**src/rtl/gpu_blitter.sv**
```systemverilog
// -----------------------------------------------------------------------------
// gpu_blitter
//   2D blitter. It copies a rectangular excerpt of a source image from memory
//   into the framebuffer (DRAW), or floods a rectangle with one colour
//   (FILL / CLEAR). Destination pixels outside the framebuffer are clipped.
//   DRAW pixels whose colour bit0 is 0 are transparent and are skipped.
//
//   Memory reads are issued by a request counter. Returned data lands in a
//   small FIFO. A separate output counter drains the FIFO. The number of reads
//   in flight (issued but not yet popped) never exceeds FIFO_DEPTH, so the
//   FIFO cannot overflow.
//
// Optional feature:
//   GPU_BLIT_FLIP_EN - when defined, cmd_flip mirrors the source horizontally
//                      (bit0) and/or vertically (bit1). When undefined, the
//                      mirror logic is absent and cmd_flip is ignored.
//
// Ports:
//   clk, reset            clock, asynchronous active-low reset
//   cmd_*                 command handshake and fields (accepted when idle)
//   mem_read/addr/ready   source read request
//   mem_valid/data        in-order read return
//   fb_write/x/y/color    framebuffer pixel write, taken on fb_ready
//   busy                  a command is in progress
// -----------------------------------------------------------------------------
module gpu_blitter #(
  parameter int FB_WIDTH   = 400,
  parameter int FB_HEIGHT  = 240,
  parameter int FIFO_DEPTH = 4
) (
  input  logic                         clk,
  input  logic                         reset,
  input  logic                         cmd_valid,
  output logic                         cmd_ready,
  input  logic [1:0]                   cmd_op,
  input  logic [31:0]                  cmd_address,
  input  logic [15:0]                  cmd_src_x,
  input  logic [15:0]                  cmd_src_y,
  input  logic [15:0]                  cmd_image_width,
  input  logic [15:0]                  cmd_width,
  input  logic [15:0]                  cmd_height,
  input  logic [15:0]                  cmd_x,
  input  logic [15:0]                  cmd_y,
  input  logic [15:0]                  cmd_color,
  input  logic [1:0]                   cmd_flip,
  output logic                         mem_read,
  output logic [31:0]                  mem_addr,
  input  logic                         mem_ready,
  input  logic                         mem_valid,
  input  logic [15:0]                  mem_data,
  output logic                         fb_write,
  output logic [$clog2(FB_WIDTH):0]    fb_x,
  output logic [$clog2(FB_HEIGHT):0]   fb_y,
  output logic [15:0]                  fb_color,
  input  logic                         fb_ready,
  output logic                         busy
);

  localparam logic [1:0] OP_DRAW  = 2'b01;
  localparam logic [1:0] OP_FILL  = 2'b10;
  localparam logic [1:0] OP_CLEAR = 2'b11;

  localparam int PW = (FIFO_DEPTH > 1) ? $clog2(FIFO_DEPTH) : 1;
  localparam int CW = $clog2(FIFO_DEPTH + 1);
  localparam int XW = $clog2(FB_WIDTH) + 1;
  localparam int YW = $clog2(FB_HEIGHT) + 1;

  localparam logic [CW-1:0] DEPTH_C = CW'(FIFO_DEPTH);
  localparam logic [16:0]   FBW_C   = 17'(FB_WIDTH);
  localparam logic [16:0]   FBH_C   = 17'(FB_HEIGHT);

  typedef enum logic [1:0] {
    ST_IDLE = 2'd0,
    ST_DRAW = 2'd1,
    ST_FILL = 2'd2
  } state_t;

  state_t state_r;
  state_t state_nxt_s;

  // Latched command fields
  logic [31:0] addr_r;
  logic [15:0] src_x_r;
  logic [15:0] src_y_r;
  logic [15:0] pitch_r;
  logic [15:0] w_r;
  logic [15:0] h_r;
  logic [15:0] x_r;
  logic [15:0] y_r;
  logic [15:0] color_r;
`ifdef GPU_BLIT_FLIP_EN
  logic [1:0]  flip_r;
`else
  logic        unused_flip_s;
`endif

  // Request and output raster counters
  logic [15:0] rcol_r;
  logic [15:0] rrow_r;
  logic        req_done_r;
  logic [15:0] ocol_r;
  logic [15:0] orow_r;

  // Return FIFO and in-flight accounting
  logic [CW-1:0] out_cnt_r;
  logic [CW-1:0] fifo_cnt_r;
  logic [PW-1:0] wr_ptr_r;
  logic [PW-1:0] rd_ptr_r;
  logic [15:0]   fifo_mem_r [FIFO_DEPTH];

  logic        accept_s;
  logic        zero_s;
  logic        req_fire_s;
  logic        req_last_s;
  logic        out_last_s;
  logic        pix_avail_s;
  logic        visible_s;
  logic        advance_s;
  logic        pop_s;
  logic        push_s;
  logic        in_x_s;
  logic        in_y_s;
  logic [15:0] pix_color_s;
  logic [15:0] c_s;
  logic [15:0] r_s;
  logic [16:0] dest_x_s;
  logic [16:0] dest_y_s;

`ifndef GPU_BLIT_FLIP_EN
  assign unused_flip_s = ^cmd_flip;
`endif

  assign cmd_ready  = (state_r == ST_IDLE);
  assign busy       = (state_r != ST_IDLE);
  assign accept_s   = cmd_valid && cmd_ready;
  // CLEAR always covers the full framebuffer, so it is never empty
  assign zero_s     = (cmd_op != OP_CLEAR) &&
                      ((cmd_width == 16'd0) || (cmd_height == 16'd0));

  assign mem_read   = (state_r == ST_DRAW) && !req_done_r && (out_cnt_r != DEPTH_C);
  assign req_fire_s = mem_read && mem_ready;
  assign req_last_s = (rcol_r == (w_r - 16'd1)) && (rrow_r == (h_r - 16'd1));
  assign out_last_s = (ocol_r == (w_r - 16'd1)) && (orow_r == (h_r - 16'd1));

  // Source column/row, optionally mirrored within the excerpt
  always_comb begin
    c_s = rcol_r;
    r_s = rrow_r;
`ifdef GPU_BLIT_FLIP_EN
    if (flip_r[0]) begin
      c_s = w_r - 16'd1 - rcol_r;
    end else begin
      c_s = rcol_r;
    end
    if (flip_r[1]) begin
      r_s = h_r - 16'd1 - rrow_r;
    end else begin
      r_s = rrow_r;
    end
`endif
  end

  // Address depends only on registers, so it stays put while a request stalls
  assign mem_addr = addr_r + ((32'(src_y_r) + 32'(r_s)) * 32'(pitch_r))
                  + 32'(src_x_r) + 32'(c_s);

  // Signed destination: sign-extend the 16-bit origin, add the unsigned offset
  assign dest_x_s = {x_r[15], x_r} + {1'b0, ocol_r};
  assign dest_y_s = {y_r[15], y_r} + {1'b0, orow_r};
  assign in_x_s   = !dest_x_s[16] && (dest_x_s < FBW_C);
  assign in_y_s   = !dest_y_s[16] && (dest_y_s < FBH_C);

  // Current output pixel: FIFO head in DRAW, latched colour in FILL
  always_comb begin
    pix_avail_s = 1'b0;
    pix_color_s = color_r;
    if (state_r == ST_DRAW) begin
      pix_avail_s = (fifo_cnt_r != {CW{1'b0}});
      pix_color_s = fifo_mem_r[rd_ptr_r];
    end else if (state_r == ST_FILL) begin
      pix_avail_s = 1'b1;
      pix_color_s = color_r;
    end else begin
      pix_avail_s = 1'b0;
      pix_color_s = color_r;
    end
  end

  // Transparency only applies to DRAW; clipping applies to both
  assign visible_s = in_x_s && in_y_s && ((state_r == ST_FILL) || pix_color_s[0]);
  assign fb_write  = pix_avail_s && visible_s;
  assign advance_s = pix_avail_s && (!visible_s || fb_ready);
  assign pop_s     = advance_s && (state_r == ST_DRAW);
  assign fb_x      = dest_x_s[XW-1:0];
  assign fb_y      = dest_y_s[YW-1:0];
  assign fb_color  = pix_color_s;

  // Returns with no read still awaiting data are stale and dropped
  assign push_s = mem_valid && (state_r == ST_DRAW) && (out_cnt_r != fifo_cnt_r);

  // State register
  always_ff @(posedge clk or negedge reset) begin
    if (!reset) begin
      state_r <= ST_IDLE;
    end else begin
      state_r <= state_nxt_s;
    end
  end

  // Next-state logic
  always_comb begin
    state_nxt_s = state_r;
    case (state_r)
      ST_IDLE: begin
        if (accept_s && !zero_s && (cmd_op == OP_DRAW)) begin
          state_nxt_s = ST_DRAW;
        end else if (accept_s && !zero_s && ((cmd_op == OP_FILL) || (cmd_op == OP_CLEAR))) begin
          state_nxt_s = ST_FILL;
        end else begin
          state_nxt_s = ST_IDLE;
        end
      end
      ST_DRAW, ST_FILL: begin
        if (advance_s && out_last_s) begin
          state_nxt_s = ST_IDLE;
        end else begin
          state_nxt_s = state_r;
        end
      end
      default: state_nxt_s = ST_IDLE;
    endcase
  end

  // Command field capture on accept
  always_ff @(posedge clk or negedge reset) begin
    if (!reset) begin
      addr_r  <= 32'd0;
      src_x_r <= 16'd0;
      src_y_r <= 16'd0;
      pitch_r <= 16'd0;
      w_r     <= 16'd0;
      h_r     <= 16'd0;
      x_r     <= 16'd0;
      y_r     <= 16'd0;
      color_r <= 16'd0;
`ifdef GPU_BLIT_FLIP_EN
      flip_r  <= 2'b00;
`endif
    end else if (accept_s) begin
      addr_r  <= cmd_address;
      src_x_r <= cmd_src_x;
      src_y_r <= cmd_src_y;
      pitch_r <= cmd_image_width;
      color_r <= cmd_color;
`ifdef GPU_BLIT_FLIP_EN
      flip_r  <= cmd_flip;
`endif
      if (cmd_op == OP_CLEAR) begin
        x_r <= 16'd0;
        y_r <= 16'd0;
        w_r <= 16'(FB_WIDTH);
        h_r <= 16'(FB_HEIGHT);
      end else begin
        x_r <= cmd_x;
        y_r <= cmd_y;
        w_r <= cmd_width;
        h_r <= cmd_height;
      end
    end
  end

  // Request raster counter, advances on each accepted read
  always_ff @(posedge clk or negedge reset) begin
    if (!reset) begin
      rcol_r     <= 16'd0;
      rrow_r     <= 16'd0;
      req_done_r <= 1'b0;
    end else if (accept_s) begin
      rcol_r     <= 16'd0;
      rrow_r     <= 16'd0;
      req_done_r <= 1'b0;
    end else if (req_fire_s) begin
      if (req_last_s) begin
        req_done_r <= 1'b1;
      end
      if (rcol_r == (w_r - 16'd1)) begin
        rcol_r <= 16'd0;
        rrow_r <= rrow_r + 16'd1;
      end else begin
        rcol_r <= rcol_r + 16'd1;
      end
    end
  end

  // Output raster counter, advances on each written or skipped pixel
  always_ff @(posedge clk or negedge reset) begin
    if (!reset) begin
      ocol_r <= 16'd0;
      orow_r <= 16'd0;
    end else if (accept_s) begin
      ocol_r <= 16'd0;
      orow_r <= 16'd0;
    end else if (advance_s) begin
      if (ocol_r == (w_r - 16'd1)) begin
        ocol_r <= 16'd0;
        orow_r <= orow_r + 16'd1;
      end else begin
        ocol_r <= ocol_r + 16'd1;
      end
    end
  end

  // In-flight count: reads issued minus pixels popped
  always_ff @(posedge clk or negedge reset) begin
    if (!reset) begin
      out_cnt_r <= {CW{1'b0}};
    end else if (req_fire_s && !pop_s) begin
      out_cnt_r <= out_cnt_r + CW'(1'b1);
    end else if (!req_fire_s && pop_s) begin
      out_cnt_r <= out_cnt_r - CW'(1'b1);
    end
  end

  // Return FIFO pointers, occupancy and storage
  always_ff @(posedge clk or negedge reset) begin
    if (!reset) begin
      wr_ptr_r   <= {PW{1'b0}};
      rd_ptr_r   <= {PW{1'b0}};
      fifo_cnt_r <= {CW{1'b0}};
      for (int i = 0; i < FIFO_DEPTH; i++) begin
        fifo_mem_r[i] <= 16'd0;
      end
    end else begin
      if (push_s) begin
        fifo_mem_r[wr_ptr_r] <= mem_data;
        wr_ptr_r             <= wr_ptr_r + PW'(1'b1);
      end
      if (pop_s) begin
        rd_ptr_r <= rd_ptr_r + PW'(1'b1);
      end
      if (push_s && !pop_s) begin
        fifo_cnt_r <= fifo_cnt_r + CW'(1'b1);
      end else if (!push_s && pop_s) begin
        fifo_cnt_r <= fifo_cnt_r - CW'(1'b1);
      end
    end
  end

endmodule

```
**config.mk**
```make
export PLATFORM = sky130hd
export DESIGN_NAME = gpu_blitter
export DESIGN_NICKNAME = d
export VERILOG_FILES = /design/src/rtl/gpu_blitter.sv
export SDC_FILE = /design/constraint.sdc
export NUM_CORES = 1
export LEC_CHECK = 0
export ABC_AREA = 1
export CAP_MARGIN = 20
export CORE_MARGIN = 2
export CORE_UTILIZATION = 25
export DETAILED_ROUTE_END_ITERATION = 6
export MAX_ROUTING_LAYER = met4
export PLACE_DENSITY = 0.4
export SLEW_MARGIN = 5
export SYNTH_ARGS = -nofsm -noshare
export SYNTH_HDL_FRONTEND = slang
export SYNTH_SLANG_ARGS = --single-unit
```
**constraint.sdc**
```tcl
create_clock -name clk -period 13.08 [get_ports clk]
set_input_delay 1.308 -clock clk [delete_from_list [all_inputs] [get_ports clk]]
set_output_delay 1.308 -clock clk [all_outputs]
set_load 0.05 [all_outputs]
```
==> results of run 1 <==
## cells by family (layout without fill, tap and decap cells)
| kind of cell | after synthesis | after routing | synth area share [%] |
|---|---|---|---|
| AOI/OAI and AO/OA | 390 | 390 | 7.90 |
| xor gates and xnor gates | 136 | 136 | 4.22 |
| adders and majority gates | 440 | 440 | 26.5 |
| buffers and inverters | 819 | 1072 | 11.1 |
| DFF | 301 | 301 | 26.4 |
| muxes | 31 | 31 | 1.22 |
| other | 0 | 21 | 0 |
| and+or+nand+nor | 1546 | 1546 | 22.7 |
## sequential cells by signal (all words and copies together) (netlist names), 2 cells and up
signal      flops
c_s            16
orow_r         16
x_r            16
out_cnt_r       3
pitch_r        16
w_r            16
r_s            16
y_r            16
addr_r         32
src_x_r        16
state_r         2
wr_ptr_r        2
ocol_r         16
h_r            16
fifo_mem_r     64
fifo_cnt_r      3
color_r        16
src_y_r        16
rd_ptr_r        2
## per-stage QoR
stage	cell area, um2	util, %	cells	hold WS (ns)
after floorplan	28600	-	3663	0.449
after CTS	34400	30.2	5428	0.482
after global placement	32700	28.7	5344	0.464
after detailed placement	32700	28.7	5344	0.466
after global routing	34400	30.2	5449	0.496
final	34400	30.2	5449	0.480
## cells in the mapped netlist (4+ instances only)
| library cell | number |
|---|---|
| mux2_2 | 31 |
| a31oi_1 | 19 |
| a21o_1 | 5 |
| o21ai_1 | 12 |
| nand2_2 | 8 |
| nand3_2 | 15 |
| nand4_1 | 34 |
| nand2_1 | 891 |
| nor2_1 | 345 |
| ha_1 | 165 |
| o21ai_2 | 16 |
| buf_6 | 4 |
| or2_2 | 23 |
| nor4_1 | 17 |
| nor3_1 | 43 |
| buf_2 | 11 |
| o21bai_1 | 6 |
| clkinv_1 | 5 |
| inv_1 | 702 |
| dfrtp_1 | 301 |
| nand3_1 | 135 |
| o21ai_0 | 141 |
| xor2_1 | 98 |
| o22ai_1 | 18 |
| clkbuf_1 | 81 |
| a21oi_1 | 123 |
| nand2_4 | 5 |
| nor2_2 | 4 |
| nand3b_1 | 12 |
| fa_1 | 275 |
| inv_2 | 6 |
| xnor2_1 | 36 |
| buf_1 | 6 |
| a22o_1 | 28 |
## layout make-up
type / count / area (um2) / area share [%]
antenna: 21 / 52.6 / 0.153
clock buffer: 62 / 1290 / 3.75
clock inverter: 22 / 377 / 1.09
inverter: 713 / 2680 / 7.79
multi-input combinational: 2543 / 17900 / 51.9
sequential: 301 / 7530 / 21.9
tap: 1512 / 1890 / 5.50
timing repair buffer: 275 / 2720 / 7.89
## layout by cell type, fill, tap and decap left out, types with 7 or more instances in the layout
master,Yosys,routed
a21oi_1,123,123
a22o_1,28,28
a31oi_1,19,19
buf_4,1,20
bufinv_16,0,9
clkbuf_1,81,7
clkbuf_16,0,45
clkbuf_8,0,10
clkdlybuf4s50_1,0,253
dfrtp_1,301,301
diode_2,0,21
fa_1,275,275
ha_1,165,165
inv_1,702,701
mux2_2,31,31
nand2_1,891,890
nand2_2,8,8
nand3_1,135,135
nand3_2,15,15
nand3b_1,12,12
nand4_1,34,34
nor2_1,345,345
nor3_1,43,43
nor4_1,17,17
o21ai_0,141,141
o21ai_1,12,12
o21ai_2,16,16
o22ai_1,18,18
or2_2,23,23
xnor2_1,36,36
xor2_1,98,98
## per-layer routing
layer	global-route usage (%)	up-vias
met5	-	-
met1	22.7	11400
met3	3.41	94
met2	27.1	400
li1	-	11800
met4	4.12	0
## worst register-to-register path: stages (launching register included)
cell      delay (ns)
dfrtp_1         0.96
clkinv_1        0.89
nand3_1         0.31
nand2_1         0.09
nand2_1         0.11
nand3_1         0.21
nand2_1         0.14
nor2_1          0.05
nand2_1         0.06
nor3_2          0.05
nand4_1         0.10
nand2_2         0.14
nor2_1          0.29
inv_1           0.14
ha_1            0.21
inv_1           0.09
fa_1            0.42
mux2_2          0.26
## path summary, 6_finish.rpt
check | cells after the start | endpoint | startpoint | slack, ns
max | 34 | mem_addr[29] | r_s[0]$_DFFE_PN0P_ | 1.80
min | 2 | color_r[2]$_DFFE_PN0P_ | color_r[2]$_DFFE_PN0P_ | 0.48
max reg2reg | 17 | fifo_cnt_r[1]$_DFFE_PN0P_ | rd_ptr_r[1]$_DFFE_PN0P_ | 8.44
min reg2reg | 2 | color_r[2]$_DFFE_PN0P_ | color_r[2]$_DFFE_PN0P_ | 0.48
max in group asynchronous | 3 | wr_ptr_r[1]$_DFFE_PN0P_ | reset | 10.41
min in group asynchronous | 1 | c_s[4]$_DFFE_PN0P_ | reset | 0.71
==> key figures, run 1 <==
Global route
  – Largest net degree at the start of global routing: 131
  – First-pass GRT wire length: 149 mm
  – Initial antenna violation count: 22
  – Vias in the first global route: 24400
  – Tot GR Track Use: roughly 17%
  – GRT overflow: 0

Min path
  – Hold Crit Class: reg2reg

Floorplan
  – Die H: 342 um
  – Io pins: 257
  – # rows: about 120
  – Core area: 114000 um2
  – Die width: 342 um
  – Starting Density: 25.1%
  – Die Area: roughly 120000 um2

Routing
  – WL final: roughly 97 mm
  – Routed length on met1: 45.7 mm
  – Detailed Routing Iterations Pass 1: 6
  – WL per Instance: 17.7 um
  – # DRC: 0
  – Vias post-DR: 23600
  – Antenna-violating nets left: 0
  – DR top layer: met4
  – Vias per cell: 4.34
  – Met3 Wirelength: between 4 and 5 mm
  – Met2 wire length: 43.9 mm
  – Initial detailed-routing violation count: 1221

STA
  – # setup viols final: 0
  – Pins Over Slew Limit: 0
  – Setup Skew: between 0.03 and 0.04 ns
  – Setup TNS: 0 ns
  – Worst setup margin: 1.80 ns
  – Slew HR: 37.1%
  – Final Cycle Share: a little under nine tenths
  – Final hold vios: 0
  – Slew of the pin with the lowest slew margin: 0.944 ns
  – Minimum clock period: 11.28 ns
  – RSZ-0062 raised after global routing: no
  – FMAX: just under 90 MHz

Synthesis
  – Top post-synthesis cells by area: dfrtp_1 26%, fa_1 19%, nand2_1 12%, inv_1 9.2%, ha_1 7.2%
  – Post-Syn Nets: 4289
  – Synth unique cells: 56
  – Ys async rst share: between 90% and 100%
  – Syn avg cell area: 7.80 um2
  – Post-synthesis sequential area ratio: 26.4%
  – Cell accounting for the most synthesized area: dfrtp_1
  – EDFF count, synth: 0
  – Synth warnings: 0
  – Post-Synthesis Cells: between 3000 and 4000
  – Synthesized flop and latch total: 301
  – Synth Flop Type: dfrtp_1
  – Synth Cell Area: 28600 um2
  – Top cell type's share of synthesized area: 26.4%

Worst setup path
  – Cell with the most instances on the worst path: nand2_1
  – Data required, critical path: roughly 12 ns
  – Buf/Inv on CP: 6
  – Max incr delay on CP: 0.82 ns
  – Max FO, Critical Path: 11
  – Critical path capture point type: output port
  – Worst path top cell family by delay: adder cells
  – Critical Path AT: 9.97 ns
  – Worst setup path category: reg2out
  – Slowest cell on crit path: clkdlybuf4s50_1
  – CP Launch Type: flop

Clock network
  – Longest Clk Path Bufs: 3
  – Clock Tree Root: clkbuf_16
  – Post-CTS Setup Inserts: 0
  – Post-CTS Resized: 0
  – CTS tree: built
  – Cts bufs inserted: 45
  – Worst skew pair latency: 0.63 ns
  – Deepest level of the CTS H-tree: 2
  – CTS sink count: 301
  – Clock transition at path regs: roughly 0.060 ns
  – Post-CTS Hold Fix Bufs: 0

Finish
  – Filler cell count: ~12000
  – P&R area growth vs syn: 20.5%
  – Layout net count: 4505
  – Fraction of layout cells with a size suffix above 1: 5.54%

Placement
  – GPL Wtd Cong: 0.859
  – Buffers on Ports: 254
  – Hpwl dp: between 70 and 80 mm
  – Pre-CTS WS: 2.49 ns

Flow run
  – Max cap viols: 0

Outcome
  – Outcome: finished, final reports clean
Power of run 1 is not shown: default switching activity piles up to over one toggle a cycle in this logic, so the estimate is an artifact.
==> inputs of run 2 (changes only) <==
SLEW_MARGIN = 20   (was 5)
==> results of run 2 <==
No change in the layout: final DEF, timing and power equal those of run 1.
Power of run 2 is left out for the same reason.
==> inputs of run 3 (changes only) <==
CORE_ASPECT_RATIO = 1.25   (was default)
CORE_UTILIZATION = 30   (was 25)
PLACE_DENSITY = 0.46   (was 0.4)
==> key figures, run 3 (same netlist as run 1, synthesis figures left out) <==
Outcome
  – Outcome: finished, final reports clean (unchanged)

Floorplan
  – Die H: 349 um (was 342 um)
  – # rows: 126 (was 124)
  – Io pins: 257 (unchanged)
  – Die Area: 97700 um2 (was 117000 um2)
  – Starting Density: 30.3% (was 25.1%)
  – Die width: 280 um (was 342 um)
  – Core area: 94400 um2 (was 114000 um2)

Worst setup path
  – Critical path depth: 33 (was 34)
  – FF-to-FF End: fifo_cnt_r[1]$_DFFE_PN0P_ (unchanged)
  – Worst path top cell family by delay: adder cells (unchanged)
  – Critical Path Source: r_s[0]$_DFFE_PN0P_ (unchanged)
  – Slowest cell on crit path: clkdlybuf4s50_1 (unchanged)
  – RR Startpoint: orow_r[0]$_DFFE_PN0P_ (was rd_ptr_r[1]$_DFFE_PN0P_)
  – Data required, critical path: 11.77 ns (about the same)
  – CP endpoint: mem_addr[21] (was mem_addr[29])
  – Worst setup path category: reg2out (unchanged)
  – Reg2Reg Depth: 21 (was 17)
  – Buf/Inv on CP: 7 (was 6)
  – Max incr delay on CP: 0.82 ns (about the same)
  – Critical path capture point type: output port (unchanged)
  – CP Launch Type: flop (unchanged)
  – Register-to-register setup slack: 8.97 ns (was 8.44 ns)
  – Cell with the most instances on the worst path: fa_1 (was nand2_1)
  – Critical Path AT: 9.71 ns (was 9.97 ns)
  – Max FO, Critical Path: 11 (unchanged)

STA
  – Setup TNS: 0 ns (unchanged)
  – # setup viols final: 0 (unchanged)
  – Pins Over Slew Limit: 0 (unchanged)
  – Slew of the pin with the lowest slew margin: 0.988 ns (was 0.944 ns)
  – RSZ-0062 raised after global routing: no (unchanged)
  – FMAX: 90.8 MHz (was 88.7 MHz)
  – Hold_ws: 0.476 ns (was 0.480 ns)
  – Final Cycle Share: 84.2% (was 86.2%)
  – Setup Skew: 0.0224 ns (was 0.0351 ns)
  – Slew HR: 34.1% (was 37.1%)
  – Final hold vios: 0 (unchanged)
  – Minimum clock period: 11.02 ns (was 11.28 ns)

Finish
  – Footprint of the multi-input gates: 17900 um2 (about the same)
  – Reg area: 7530 um2 (unchanged)
  – Layout net count: 4497 (was 4505)
  – Final core occ: 35.7% (was 30.2%)
  – Largest registers: fifo_mem_r x64, addr_r x32 (unchanged)
  – Most frequent cells in the layout: 890 x nand2_1, 701 x inv_1, 343 x nor2_1 (was 890 x nand2_1, 701 x inv_1, 345 x nor2_1)
  – Largest Register: fifo_mem_r (unchanged)
  – Fraction of layout cells with a size suffix above 1: 5.16% (was 5.54%)
  – P&R area growth vs syn: 17.9% (was 20.5%)
  – Largest register FFs: 64 (unchanged)
  – Final Instance Area: 33700 um2 (was 34400 um2)
  – Filler cell count: 9957 (was 12400)
  – Commonest non-fill, non-tap cell in the layout: nand2_1 (unchanged)

Global route
  – First-pass GRT wire length: 141 mm (was 149 mm)
  – Initial antenna violation count: 2 (was 22)
  – GRT overflow: 0 (unchanged)
  – Vias in the first global route: 24600 (was 24400)
  – Largest net degree at the start of global routing: 139 (was 131)
  – Tot GR Track Use: 19.0% (was 17.2%)

Routing
  – DR top layer: met4 (unchanged)
  – Initial detailed-routing violation count: 1206 (was 1221)
  – Detailed Routing Iterations Pass 1: 5 (was 6)
  – Vias post-DR: 23700 (was 23600)
  – Met3 Wirelength: 2.75 mm (was 4.86 mm)
  – WL per Instance: 17.5 um (was 17.7 um)
  – Vias per cell: 4.63 (was 4.34)
  – Routed length on met1: 39.7 mm (was 45.7 mm)
  – Antenna-violating nets left: 0 (unchanged)
  – # DRC: 0 (unchanged)
  – Met2 wire length: 44.8 mm (was 43.9 mm)
  – WL final: 89.4 mm (was 96.5 mm)

Clock network
  – Post-CTS Hold Fix Bufs: 0 (unchanged)
  – Deepest level of the CTS H-tree: 2 (unchanged)
  – Post-CTS Resized: 0 (unchanged)
  – Clock transition at path regs: 0.06 ns (about the same)
  – CTS tree: built (unchanged)
  – Post-CTS Setup Inserts: 0 (unchanged)
  – Cts bufs inserted: 41 (was 45)
  – Clock Tree Root: clkbuf_16 (unchanged)
  – Worst skew pair latency: 0.60 ns (was 0.63 ns)
  – Longest Clk Path Bufs: 3 (unchanged)
  – CTS sink count: 301 (unchanged)

Placement
  – GPL Wtd Cong: 0.887 (was 0.859)
  – Hpwl dp: 70.5 mm (was 75.0 mm)
  – Dpl cell area: 32300 um2 (was 32700 um2)
  – Buffers on Ports: 254 (unchanged)

Flow run
  – Max cap viols: 0 (unchanged)

Min path
  – Hold Crit Class: reg2reg (unchanged)
-- run 3: area by class of cell --
| type | count | share of cell area, % |
|---|---|---|
| antenna | 2 | 0.0149 |
| tap | 1216 | 4.52 |
| inverter | 713 | 7.96 |
| clock buffer | 57 | 3.40 |
| sequential | 301 | 22.4 |
| timing repair buffer | 271 | 7.99 |
| multi-input combinational | 2543 | 53.2 |
| clock inverter | 14 | 0.583 |
-- run 3: worst min path at each step --
stage,slack [ns],cells past startpoint,from,endpoint
2_1_floorplan,0.45,2,color_r[0]$_DFFE_PN0P_,color_r[0]$_DFFE_PN0P_
3_3_place_gp,0.47,2,color_r[8]$_DFFE_PN0P_,color_r[8]$_DFFE_PN0P_
3_5_place_dp,0.47,2,color_r[2]$_DFFE_PN0P_,color_r[2]$_DFFE_PN0P_
4_1_cts,0.48,2,color_r[11]$_DFFE_PN0P_,color_r[11]$_DFFE_PN0P_
5_1_grt,0.51,2,color_r[3]$_DFFE_PN0P_,color_r[3]$_DFFE_PN0P_
6_report,0.48,2,color_r[11]$_DFFE_PN0P_,color_r[11]$_DFFE_PN0P_
-- run 3: per-stage QoR --
stage	cells	worst slack [ns]
floorplan	3663	4.09
global placement	5043	2.55
detailed placement	5043	2.55
CTS	5114	1.89
global route	5117	1.40
finish	5117	2.06
-- run 3: worst register-to-register path, stage by stage (launching register included) --
cell,delay [ns]
dfrtp_1,0.55
ha_1,0.27
inv_1,0.06
fa_1,0.41
inv_1,0.10
nand3_1,0.08
nand2_2,0.13
nand2_1,0.08
nand2_1,0.09
nand2_1,0.06
nand2_1,0.10
nand3_1,0.18
nand3_1,0.13
nor3_2,0.04
nand4_1,0.14
nand2_2,0.17
nor2_1,0.28
inv_1,0.14
ha_1,0.23
inv_1,0.10
fa_1,0.41
mux2_2,0.26
-- run 3: per-layer routing --
metal  vias up  track usage, %
met5         -               -
met4         0            4.97
met3       107            1.78
met2       421            33.2
met1     11500            23.5
li1      11700               -
Power of run 3 is left out for the same reason.
